===== src/rtl/fifo_guard_if.sv =====
// Handshake bundle for fifo_guard: write/read requests, data, status and
// error-reporting signals. The slave modport is the FIFO side.
interface fifo_guard_if #(
    parameter int WIDTH = 8,
    parameter int DEPTH = 16
);
    localparam int CW = $clog2(DEPTH + 1);

    logic             wr_en;
    logic [WIDTH-1:0] wr_data;
    logic             rd_en;
    logic [WIDTH-1:0] rd_data;
    logic             rd_valid;
    logic             full;
    logic             empty;
    logic             almost_full;
    logic             almost_empty;
    logic [CW-1:0]    count;
    logic             overflow;
    logic             underflow;
    logic [7:0]       drop_cnt;
    logic             err_clr;

    modport master (
        output wr_en, wr_data, rd_en, err_clr,
        input  rd_data, rd_valid, full, empty, almost_full, almost_empty,
               count, overflow, underflow, drop_cnt
    );

    modport slave (
        input  wr_en, wr_data, rd_en, err_clr,
        output rd_data, rd_valid, full, empty, almost_full, almost_empty,
               count, overflow, underflow, drop_cnt
    );
endinterface


===== src/rtl/fifo_guard.sv =====
// Synchronous FIFO that blocks reads on empty and writes on full, records
// each rejected request in sticky flags plus a saturating drop counter,
// and offers almost-full/almost-empty thresholds and a read-valid strobe.
module fifo_guard #(
    parameter int WIDTH    = 8,
    parameter int DEPTH    = 16,
    parameter int AF_LEVEL = DEPTH - 2,
    parameter int AE_LEVEL = 2
) (
    input  logic         clk,
    input  logic         rst_n,
    fifo_guard_if.slave  bus
);
    localparam int CW = $clog2(DEPTH + 1);
    localparam int PW = $clog2(DEPTH);

    logic [WIDTH-1:0] mem_q [DEPTH];
    logic [PW-1:0]    wptr_q, wptr_d;
    logic [PW-1:0]    rptr_q, rptr_d;
    logic [CW-1:0]    count_q, count_d;
    logic [WIDTH-1:0] rd_data_q, rd_data_d;
    logic             rd_valid_q, rd_valid_d;
    logic             overflow_q, overflow_d;
    logic             underflow_q, underflow_d;
    logic [7:0]       drop_cnt_q, drop_cnt_d;

    logic             full_s, empty_s;
    logic             wr_acc_s, rd_acc_s;
    logic             wr_rej_s, rd_rej_s;
    logic [1:0]       rej_n_s;
    logic [8:0]       drop_sum_s;

    // Status flags decode from the count register only, so they change
    // only on clock edges; acceptance uses these registered flags, so a
    // same-cycle write never makes an empty FIFO readable.
    always_comb begin
        full_s     = (count_q == CW'(DEPTH));
        empty_s    = (count_q == CW'(0));
        rd_acc_s   = bus.rd_en & ~empty_s;
        wr_acc_s   = bus.wr_en & (~full_s | rd_acc_s);
        wr_rej_s   = bus.wr_en & ~wr_acc_s;
        rd_rej_s   = bus.rd_en & ~rd_acc_s;
        rej_n_s    = {1'b0, wr_rej_s} + {1'b0, rd_rej_s};
        drop_sum_s = {1'b0, drop_cnt_q} + {7'b0, rej_n_s};
    end

    // Next-state for pointers, occupancy, read port and error tracking.
    always_comb begin
        wptr_d      = wptr_q;
        rptr_d      = rptr_q;
        count_d     = count_q;
        rd_data_d   = rd_data_q;
        rd_valid_d  = rd_acc_s;
        overflow_d  = overflow_q;
        underflow_d = underflow_q;
        drop_cnt_d  = drop_cnt_q;

        if (wr_acc_s) begin
            wptr_d = wptr_q + PW'(1);
        end else begin
            wptr_d = wptr_q;
        end

        if (rd_acc_s) begin
            rptr_d    = rptr_q + PW'(1);
            rd_data_d = mem_q[rptr_q];
        end else begin
            rptr_d    = rptr_q;
            rd_data_d = rd_data_q;
        end

        case ({wr_acc_s, rd_acc_s})
            2'b10:   count_d = count_q + CW'(1);
            2'b01:   count_d = count_q - CW'(1);
            default: count_d = count_q;
        endcase

        // A rejection in the same cycle as a clear survives the clear.
        if (bus.err_clr) begin
            overflow_d  = wr_rej_s;
            underflow_d = rd_rej_s;
            drop_cnt_d  = {6'b0, rej_n_s};
        end else begin
            overflow_d  = overflow_q | wr_rej_s;
            underflow_d = underflow_q | rd_rej_s;
            if (drop_sum_s > 9'd255) begin
                drop_cnt_d = 8'hFF;
            end else begin
                drop_cnt_d = drop_sum_s[7:0];
            end
        end
    end

    // Control and status registers; asynchronous reset discards all state.
    always_ff @(posedge clk or negedge rst_n) begin
        if (!rst_n) begin
            wptr_q      <= '0;
            rptr_q      <= '0;
            count_q     <= '0;
            rd_data_q   <= '0;
            rd_valid_q  <= 1'b0;
            overflow_q  <= 1'b0;
            underflow_q <= 1'b0;
            drop_cnt_q  <= 8'h00;
        end else begin
            wptr_q      <= wptr_d;
            rptr_q      <= rptr_d;
            count_q     <= count_d;
            rd_data_q   <= rd_data_d;
            rd_valid_q  <= rd_valid_d;
            overflow_q  <= overflow_d;
            underflow_q <= underflow_d;
            drop_cnt_q  <= drop_cnt_d;
        end
    end

    // Storage array; contents are deliberately left unreset.
    always_ff @(posedge clk) begin
        if (wr_acc_s) begin
            mem_q[wptr_q] <= bus.wr_data;
        end
    end

    assign bus.rd_data      = rd_data_q;
    assign bus.rd_valid     = rd_valid_q;
    assign bus.full         = full_s;
    assign bus.empty        = empty_s;
    assign bus.almost_full  = (count_q >= CW'(AF_LEVEL));
    assign bus.almost_empty = (count_q <= CW'(AE_LEVEL));
    assign bus.count        = count_q;
    assign bus.overflow     = overflow_q;
    assign bus.underflow    = underflow_q;
    assign bus.drop_cnt     = drop_cnt_q;
endmodule


===== src/flat_wrapper.sv =====
// flat-port wrapper written by rule: the top's interface ports become plain ports
module fifo_guard_flat 
#(
    parameter int WIDTH    = 8,
    parameter int DEPTH    = 16,
    parameter int AF_LEVEL = DEPTH - 2,
    parameter int AE_LEVEL = 2
)
  (clk, rst_n, bus_wr_en, bus_wr_data, bus_rd_en, bus_err_clr, bus_rd_data, bus_rd_valid, bus_full, bus_empty, bus_almost_full, bus_almost_empty, bus_count, bus_overflow, bus_underflow, bus_drop_cnt);
  fifo_guard_if #(.WIDTH(WIDTH), .DEPTH(DEPTH)) bus_i ();
  input  logic clk;
  input  logic rst_n;
  input wire logic [$bits(bus_i.wr_en)-1:0] bus_wr_en;
  input wire logic [$bits(bus_i.wr_data)-1:0] bus_wr_data;
  input wire logic [$bits(bus_i.rd_en)-1:0] bus_rd_en;
  input wire logic [$bits(bus_i.err_clr)-1:0] bus_err_clr;
  output wire logic [$bits(bus_i.rd_data)-1:0] bus_rd_data;
  output wire logic [$bits(bus_i.rd_valid)-1:0] bus_rd_valid;
  output wire logic [$bits(bus_i.full)-1:0] bus_full;
  output wire logic [$bits(bus_i.empty)-1:0] bus_empty;
  output wire logic [$bits(bus_i.almost_full)-1:0] bus_almost_full;
  output wire logic [$bits(bus_i.almost_empty)-1:0] bus_almost_empty;
  output wire logic [$bits(bus_i.count)-1:0] bus_count;
  output wire logic [$bits(bus_i.overflow)-1:0] bus_overflow;
  output wire logic [$bits(bus_i.underflow)-1:0] bus_underflow;
  output wire logic [$bits(bus_i.drop_cnt)-1:0] bus_drop_cnt;
  assign bus_i.wr_en = bus_wr_en;
  assign bus_i.wr_data = bus_wr_data;
  assign bus_i.rd_en = bus_rd_en;
  assign bus_i.err_clr = bus_err_clr;
  assign bus_rd_data = bus_i.rd_data;
  assign bus_rd_valid = bus_i.rd_valid;
  assign bus_full = bus_i.full;
  assign bus_empty = bus_i.empty;
  assign bus_almost_full = bus_i.almost_full;
  assign bus_almost_empty = bus_i.almost_empty;
  assign bus_count = bus_i.count;
  assign bus_overflow = bus_i.overflow;
  assign bus_underflow = bus_i.underflow;
  assign bus_drop_cnt = bus_i.drop_cnt;
  fifo_guard #(.WIDTH(WIDTH), .DEPTH(DEPTH), .AF_LEVEL(AF_LEVEL), .AE_LEVEL(AE_LEVEL)) u_core (.clk(clk), .rst_n(rst_n), .bus(bus_i));
endmodule

===== config.mk =====
export PLATFORM = sky130hd
export DESIGN_NAME = fifo_guard_flat
export DESIGN_NICKNAME = d
export VERILOG_FILES = /design/src/rtl/fifo_guard_if.sv /design/src/rtl/fifo_guard.sv /design/src/flat_wrapper.sv
export SDC_FILE = /design/constraint.sdc
export NUM_CORES = 1
export LEC_CHECK = 0
export ABC_AREA = 1
export BUFFER_PORTS_ARGS = -buffer_cell sky130_fd_sc_hd__buf_2
export CAP_MARGIN = 20
export CELL_PAD_IN_SITES_DETAIL_PLACEMENT = 1
export CELL_PAD_IN_SITES_GLOBAL_PLACEMENT = 2
export CORE_UTILIZATION = 40
export CTS_BUF_LIST = sky130_fd_sc_hd__clkbuf_8 sky130_fd_sc_hd__clkbuf_16
export DETAILED_ROUTE_END_ITERATION = 12
export PLACE_DENSITY_LB_ADDON = 0.1
export SLEW_MARGIN = 20
export SYNTH_ARGS = -nofsm -noshare
export SYNTH_HDL_FRONTEND = slang
export SYNTH_SLANG_ARGS = --single-unit

===== constraint.sdc =====
create_clock -name clk -period 3.2 [get_ports clk]
set_clock_uncertainty 0.15 [all_clocks]
set_input_delay 0.32 -clock clk [delete_from_list [all_inputs] [get_ports clk]]
set_output_delay 0.32 -clock clk [all_outputs]
set_load 0.02 [all_outputs]

==> metrics.cfg, run 1 <==
[clock_tree]
cts_inserted_buffers = 17
clk_path_buf_depth = 2
root_buffer = clkbuf_16
cts_tree = done
htree_levels = 4
cts_sinks = 160
insertion_delay_ns = 0.42
clkSlewWorstSetupHoldPaths_ns = 0.06

[synth]
yosys-top-cells-area = edfxtp_1 (54%), nand2_1 (12%), dfrtp_1 (11%)
ys_seq_elements = 160
synth_cells = 708
syn_nets = 734
synth_edf_count = 128
yosysWarnings = 0
yosysTopAreaCell = edfxtp_1
syn_area_mm2 = 0.007172
yosysUniqueCellTypes = 30
yosysTopAreaCellShare_pct = 53.59
synthArstFlopShare_pct = 20.00
synth-main-ff-cell = edfxtp_1
yosysSeqAreaShare_pct = 64.76
post_synth.cell_area_avg_um2 = 10.13

[die]
coreArea_mm2 = 0.01742
rows = 48
ioPinCount = 41
die_area_mm2 = 0.01847
die_x_um = 135.9
die_y_um = 135.9
start_util_pct = 41.18

[cells_and_area]
fillers = 1970
final_cell_mix = nand2_1 (235), edfxtp_1 (128), inv_1 (102), nand3_1 (90), buf_2 (40)
final_layout_size_suffix_gt1_share_pct = 13.36
final_cells = 996
final_common_cell = nand2_1
antennaDiodeCount = 0
multi_input_area_mm2 = 0.001962
finalNetCount = 784
stdcell_area_mm2 = 0.008242
layout.area.seq_mm2 = 0.004646
area_delta_synth_final_pct = 14.92

[worst_setup_path]
reg2reg_to = u_core.bus.drop_cnt[5]
path_max_fanout = 6
r2r_slack_ns = 0.29
worstSetupStartpoint = u_core.bus.count[0]
start_kind = flop
worstReg2RegStart = u_core.bus.count[0]
critPathCaptureType = flop
crit_end = u_core.bus.drop_cnt[5]
worstSetupPathType = flop to flop
required_ns = 3.41
worstPathArrival_ns = 3.12
r2r_cells = 16

[sta]
fin_crit_sh_pct = 90.96
worst_slew_pin_slew_ns = 0.9492
hold_viol_final = 0
min_period_ns = 2.911
timing.final.ws_setup_ns = 0.2894
drv_slew = 0
slew-limit-headroom_pct = 36.49
setup_violations = 0
fmax_mhz = 343.6
rsz0062_at_grt = false
fin_setup_tns_ns = 0

[routing]
drtAntennaViolNets = 0
wl_per_cell_um = 17.13
first_iter_violations = 232
vias_per_cell = 4.925
drc = 0
finalWirelength_um = 17060
dr.pass1.iters = 4
vias = 4905

[placed_design]
placement.io_buffers = 40
place_ws_ns = 0.1935
gp_congestion = 0.7355
dpl.hpwl_um = 11170
placed_cell_area_mm2 = 0.007609
dp_cells = 961

[power]
p_per_area_mw_per_mm2 = 868.7
ir_worst_vdd_v = 0.0005282
p_total_mw = 7.159
p_leak_nw = 3.695

[global_route]
grt_max_degree = 75
grt.total_usage_pct = 20.38
antenna_found_initial = 0
grt_pass1_vias = 5083
gr-total-overflow = 0
grt_pass1_wl_um = 27410

[job]
drv_cap = 0

[status]
status = completed

[min_path]
hold_class = primary input to flop

stage by stage:
stage	util, %	hold slack [ns]
detailed placement	43.69	0.2865
finish	47.32	0.09372
floorplan	-	-0.1256
global placement	43.69	0.2854
CTS	47.22	0.06905
global route	47.32	0.1036
report_power, final:
group	switching (mW)	internal, mW	leakage, nW
clock network	0.810	1.22	0.286
logic	1.69	0.716	1.85
registers	0.169	2.55	1.56
total	2.67	4.49	3.70
kinds of logic (layout without fill, tap and decap cells):
logic type | count (synthesis) | in the layout | synth area share [%]
AO/OA/AOI/OAI | 26 | 26 | 2.198
adder cells (fa/ha/maj) | 13 | 13 | 2.477
AND/OR/NAND/NOR | 364 | 364 | 21.20
XOR/XNOR | 11 | 11 | 1.343
buffers and inverters | 134 | 197 | 8.025
flip-flops | 160 | 160 | 64.76
final cells by class:
cell class	instances	share of cell area [%]
clock inverters	15	2.065
repair buffers	58	4.281
multi-input cells	414	23.80
flip-flops and latches	160	56.37
inverters	107	4.904
well taps	225	3.416
clock buffers	17	5.162
cell usage after synthesis, types with 3 or more instances:
cell / instances
a21oi_1: 7
buf_2: 11
buf_4: 9
buf_6: 3
clkbuf_1: 4
clkinv_1: 3
dfrtp_1: 32
edfxtp_1: 128
ha_1: 11
inv_1: 101
nand2_1: 236
nand3_1: 90
nor2_1: 26
nor2_2: 3
o211ai_1: 8
o21ai_0: 8
xor2_1: 11
flip-flops by register name, summed over array words and instances (netlist names):
| register | count |
|---|---|
| u_core.bus.overflow | 1 |
| u_core.bus.drop_cnt | 8 |
| u_core.rptr_q | 4 |
| u_core.mem_q | 128 |
| u_core.bus.rd_data | 8 |
| u_core.wptr_q | 4 |
| u_core.bus.underflow | 1 |
| u_core.bus.rd_valid | 1 |
| u_core.bus.count | 5 |
metal layers:
metal  vias up  wire [um]  GRT usage, %
met2        53       8664         34.44
met4         0        228         6.728
met1      2446       7729         26.59
met3        19        442         3.393
li1       2387          -             -
met5         -          0             0
repair_timing:
action                     4_1_cts  5_1_grt
hold endpoints to repair        34        0
hold buffers                     2        0
gates resized for setup          0        3
setup endpoints to repair        0        6
buffers inserted                 0        1
critical path, cell delays in order, from the launching register on:
cell     delay, ns
dfrtp_1       0.46
nor2_2        0.17
nand3_1       0.18
nor2_4        0.16
inv_1         0.06
nor2_1        0.11
ha_1          0.17
ha_1          0.17
inv_1         0.05
fa_1          0.41
nor2_1        0.16
nand3_1       0.12
nor2_2        0.16
nand2_2       0.12
nand2_1       0.07
o21ai_0       0.06
inv_1         0.06
how the worst min path moves through the flow:
| stage | from | endpoint | slack (ns) | depth (start not counted) |
|---|---|---|---|---|
| finish | bus_rd_en | u_core.bus.underflow | 0.09 | 3 |
| global route | bus_rd_en | u_core.bus.underflow | 0.10 | 3 |
| CTS | bus_rd_en | u_core.bus.underflow | 0.07 | 3 |
| detailed placement | rst_n | u_core.bus.drop_cnt[6] | 0.29 | 1 |
| global placement | rst_n | u_core.bus.drop_cnt[6] | 0.29 | 1 |
| floorplan | rst_n | u_core.bus.count[0] | -0.13 | 0 |
No activity file was read; power rests on OpenSTA's default activity.
==> run 2: changes to the inputs <==
Settings changed: ABC_AREA 1 to default, CORE_UTILIZATION 40 to 46.
==> run 2 against run 1 <==
Compared with the run above: sequential share of layout area rose by 4.8 points; sequential power rose by 1%; maximum frequency barely moved; critical endpoint is now u_core.bus.drop_cnt[1]; via count fell by 31%; synthesized cell count fell by 49%.
==> metrics.cfg, run 2 <==
[global_route]
grt_max_degree = 35
grt_pass1_wl_um = 21150
antenna_found_initial = 0
grt_pass1_vias = 3606
grt.total_usage_pct = 20.50
gr-total-overflow = 0

[worst_setup_path]
start_kind = flop
required_ns = 3.38
worstReg2RegStart = u_core.bus.count[0]
reg2reg_to = u_core.bus.drop_cnt[1]
critPathCaptureType = flop
r2r_cells = 11
r2r_slack_ns = 0.29
worstSetupPathType = flop to flop
path_max_fanout = 6
worstPathArrival_ns = 3.09

[job]
drv_cap = 0

[die]
start_util_pct = 47.24
rows = 43
die_x_um = 121.4
coreArea_mm2 = 0.01388
die_area_mm2 = 0.01474
die_y_um = 121.4
ioPinCount = 41

[status]
status = completed

[routing]
drc = 0
finalWirelength_um = 13550
wl_per_cell_um = 22.21
dr.pass1.iters = 4
vias_per_cell = 5.526
first_iter_violations = 234
vias = 3371
drtAntennaViolNets = 0

[cells_and_area]
final_cell_mix = edfxtp_1 (128), buf_2 (40), mux4_2 (32), dfrtp_1 (32), nand2_1 (20)
final_layout_size_suffix_gt1_share_pct = 26.98
largest_reg_flops = 128
final_common_cell = edfxtp_1
antennaDiodeCount = 0
area_delta_synth_final_pct = 15.84
regMostFlops = u_core.mem_q
fillers = 1293
finalNetCount = 443

[sta]
rsz0062_at_grt = false
min_period_ns = 2.909
fin_setup_tns_ns = 0
setup_violations = 0
drv_slew = 0
hold_viol_final = 0
fmax_mhz = 343.8
slew-limit-headroom_pct = 46.88
worst_slew_pin_slew_ns = 0.7967
fin_crit_sh_pct = 90.90
timing.final.ws_setup_ns = 0.2912

[synth]
synth.most_common_cell = edfxtp_1
yosysSeqAreaShare_pct = 70.83
syn_nets = 386
yosysUniqueCellTypes = 43
yosys-top-cells-area = edfxtp_1 (59%), dfrtp_1 (12%), mux4_2 (11%)
yosysTopAreaCell = edfxtp_1
ys_seq_elements = 160
yosysWarnings = 0
syn_area_mm2 = 0.006558
post_synth.cell_area_avg_um2 = 18.22
synth_edf_count = 128
synth-main-ff-cell = edfxtp_1
synthArstFlopShare_pct = 20.00
yosysTopAreaCellShare_pct = 58.61
yosys-top-cells-count = edfxtp_1 (128), dfrtp_1 (32), mux4_2 (32)
synth_cells = 360

[clock_tree]
clk_path_buf_depth = 2
htree_levels = 4
postCtsSetupBuffers = 0
clkSlewWorstSetupHoldPaths_ns = 0.06
cts_tree = done
cts_sinks = 160
insertion_delay_ns = 0.42
cts_inserted_buffers = 17
root_buffer = clkbuf_16

[placed_design]
place_ws_ns = 0.1939
placement.io_buffers = 40
gp_congestion = 0.8075
dpl.hpwl_um = 8645

[min_path]
worstHoldEndpoint = u_core.bus.count[4]
hold_class = primary input to flop
min_from = bus_wr_en
min_path_cells = 3

[power]
p_per_area_mw_per_mm2 = 870.2
ir_worst_vdd_v = 0.0004088
p_leak_nw = 2.857

## run 2: where the power goes
group	leakage [nW]	switching, mW	total [mW]	internal (mW)
clock network	0.298	0.754	1.92	1.16
registers	1.56	0.196	2.76	2.56
logic	1.00	1.06	1.93	0.877
## run 2: layer usage
layer / track usage [%] / wire [um] / vias up
met5: 0 / 0 / -
met4: 7.022 / 169 / 0
met1: 27.80 / 6248 / 1771
met3: 5.639 / 454 / 14
li1: - / - / 1530
met2: 31.89 / 6675 / 56
## run 2: area by class of cell
type,instances,area [um^2],area share (%)
Sequential cell,160,4644,61.14
Multi-Input combinational cell,175,1819,23.95
Clock buffer,19,452.9,5.963
Timing Repair Buffer,51,300.3,3.953
Tap cell,180,225.2,2.965
Clock inverter,13,108.9,1.433
Inverter,12,45.04,0.5930
## run 2: timing repair
action | CTS | global route
resized for setup | 0 | 2
hold endpoints to repair | 37 | 0
endpoints found under the setup margin | 0 | 6
hold buffers | 2 | 0
## run 2: through the flow
stage,hold WS (ns),std cells,utilization [%],cell area [um^2],total power [mW]
after floorplan,-0.1256,360,-,6558,4.150
after global placement,0.3038,576,50.45,7003,4.713
after detailed placement,0.3055,576,50.45,7003,4.757
after CTS,0.07004,610,54.64,7585,6.700
after global routing,0.08276,610,54.72,7596,6.940
final,0.09705,610,54.72,7596,6.610
## run 2: critical path, stage by stage (launching register included)
cell and delay, ns:
dfrtp_1 0.44, nor4_2 0.28, buf_4 0.16, and3_1 0.18
ha_1 0.17, ha_1 0.17, inv_1 0.06, fa_1 0.44
nor2_1 0.18, and3_1 0.23, nand3_2 0.16, a31oi_1 0.21
## run 2: logic make-up (layout without fill, tap and decap cells)
kind of cell             Yosys count  count (layout)  share of synthesized area [%]
buffers and inverters             25              95                          1.603
AND/OR/NAND/NOR                   69              69                          5.801
multiplexers                      52              52                          14.20
adder cells (fa/ha/maj)           13              13                          2.709
flip-flops                       160             160                          70.83
XOR/XNOR                          13              13                          1.736
AO/OA/AOI/OAI                     28              28                          3.129
## run 2: how the worst max path moves through the flow
stage / start / endpoint
6_report: u_core.bus.count[0] / u_core.bus.drop_cnt[1]
2_1_floorplan: u_core.bus.count[1] / u_core.bus.drop_cnt[1]
3_5_place_dp: u_core.bus.count[0] / u_core.bus.drop_cnt[1]
4_1_cts: u_core.bus.count[0] / u_core.bus.drop_cnt[1]
3_3_place_gp: u_core.bus.count[0] / u_core.bus.drop_cnt[1]
5_1_grt: u_core.bus.count[0] / u_core.bus.drop_cnt[1]
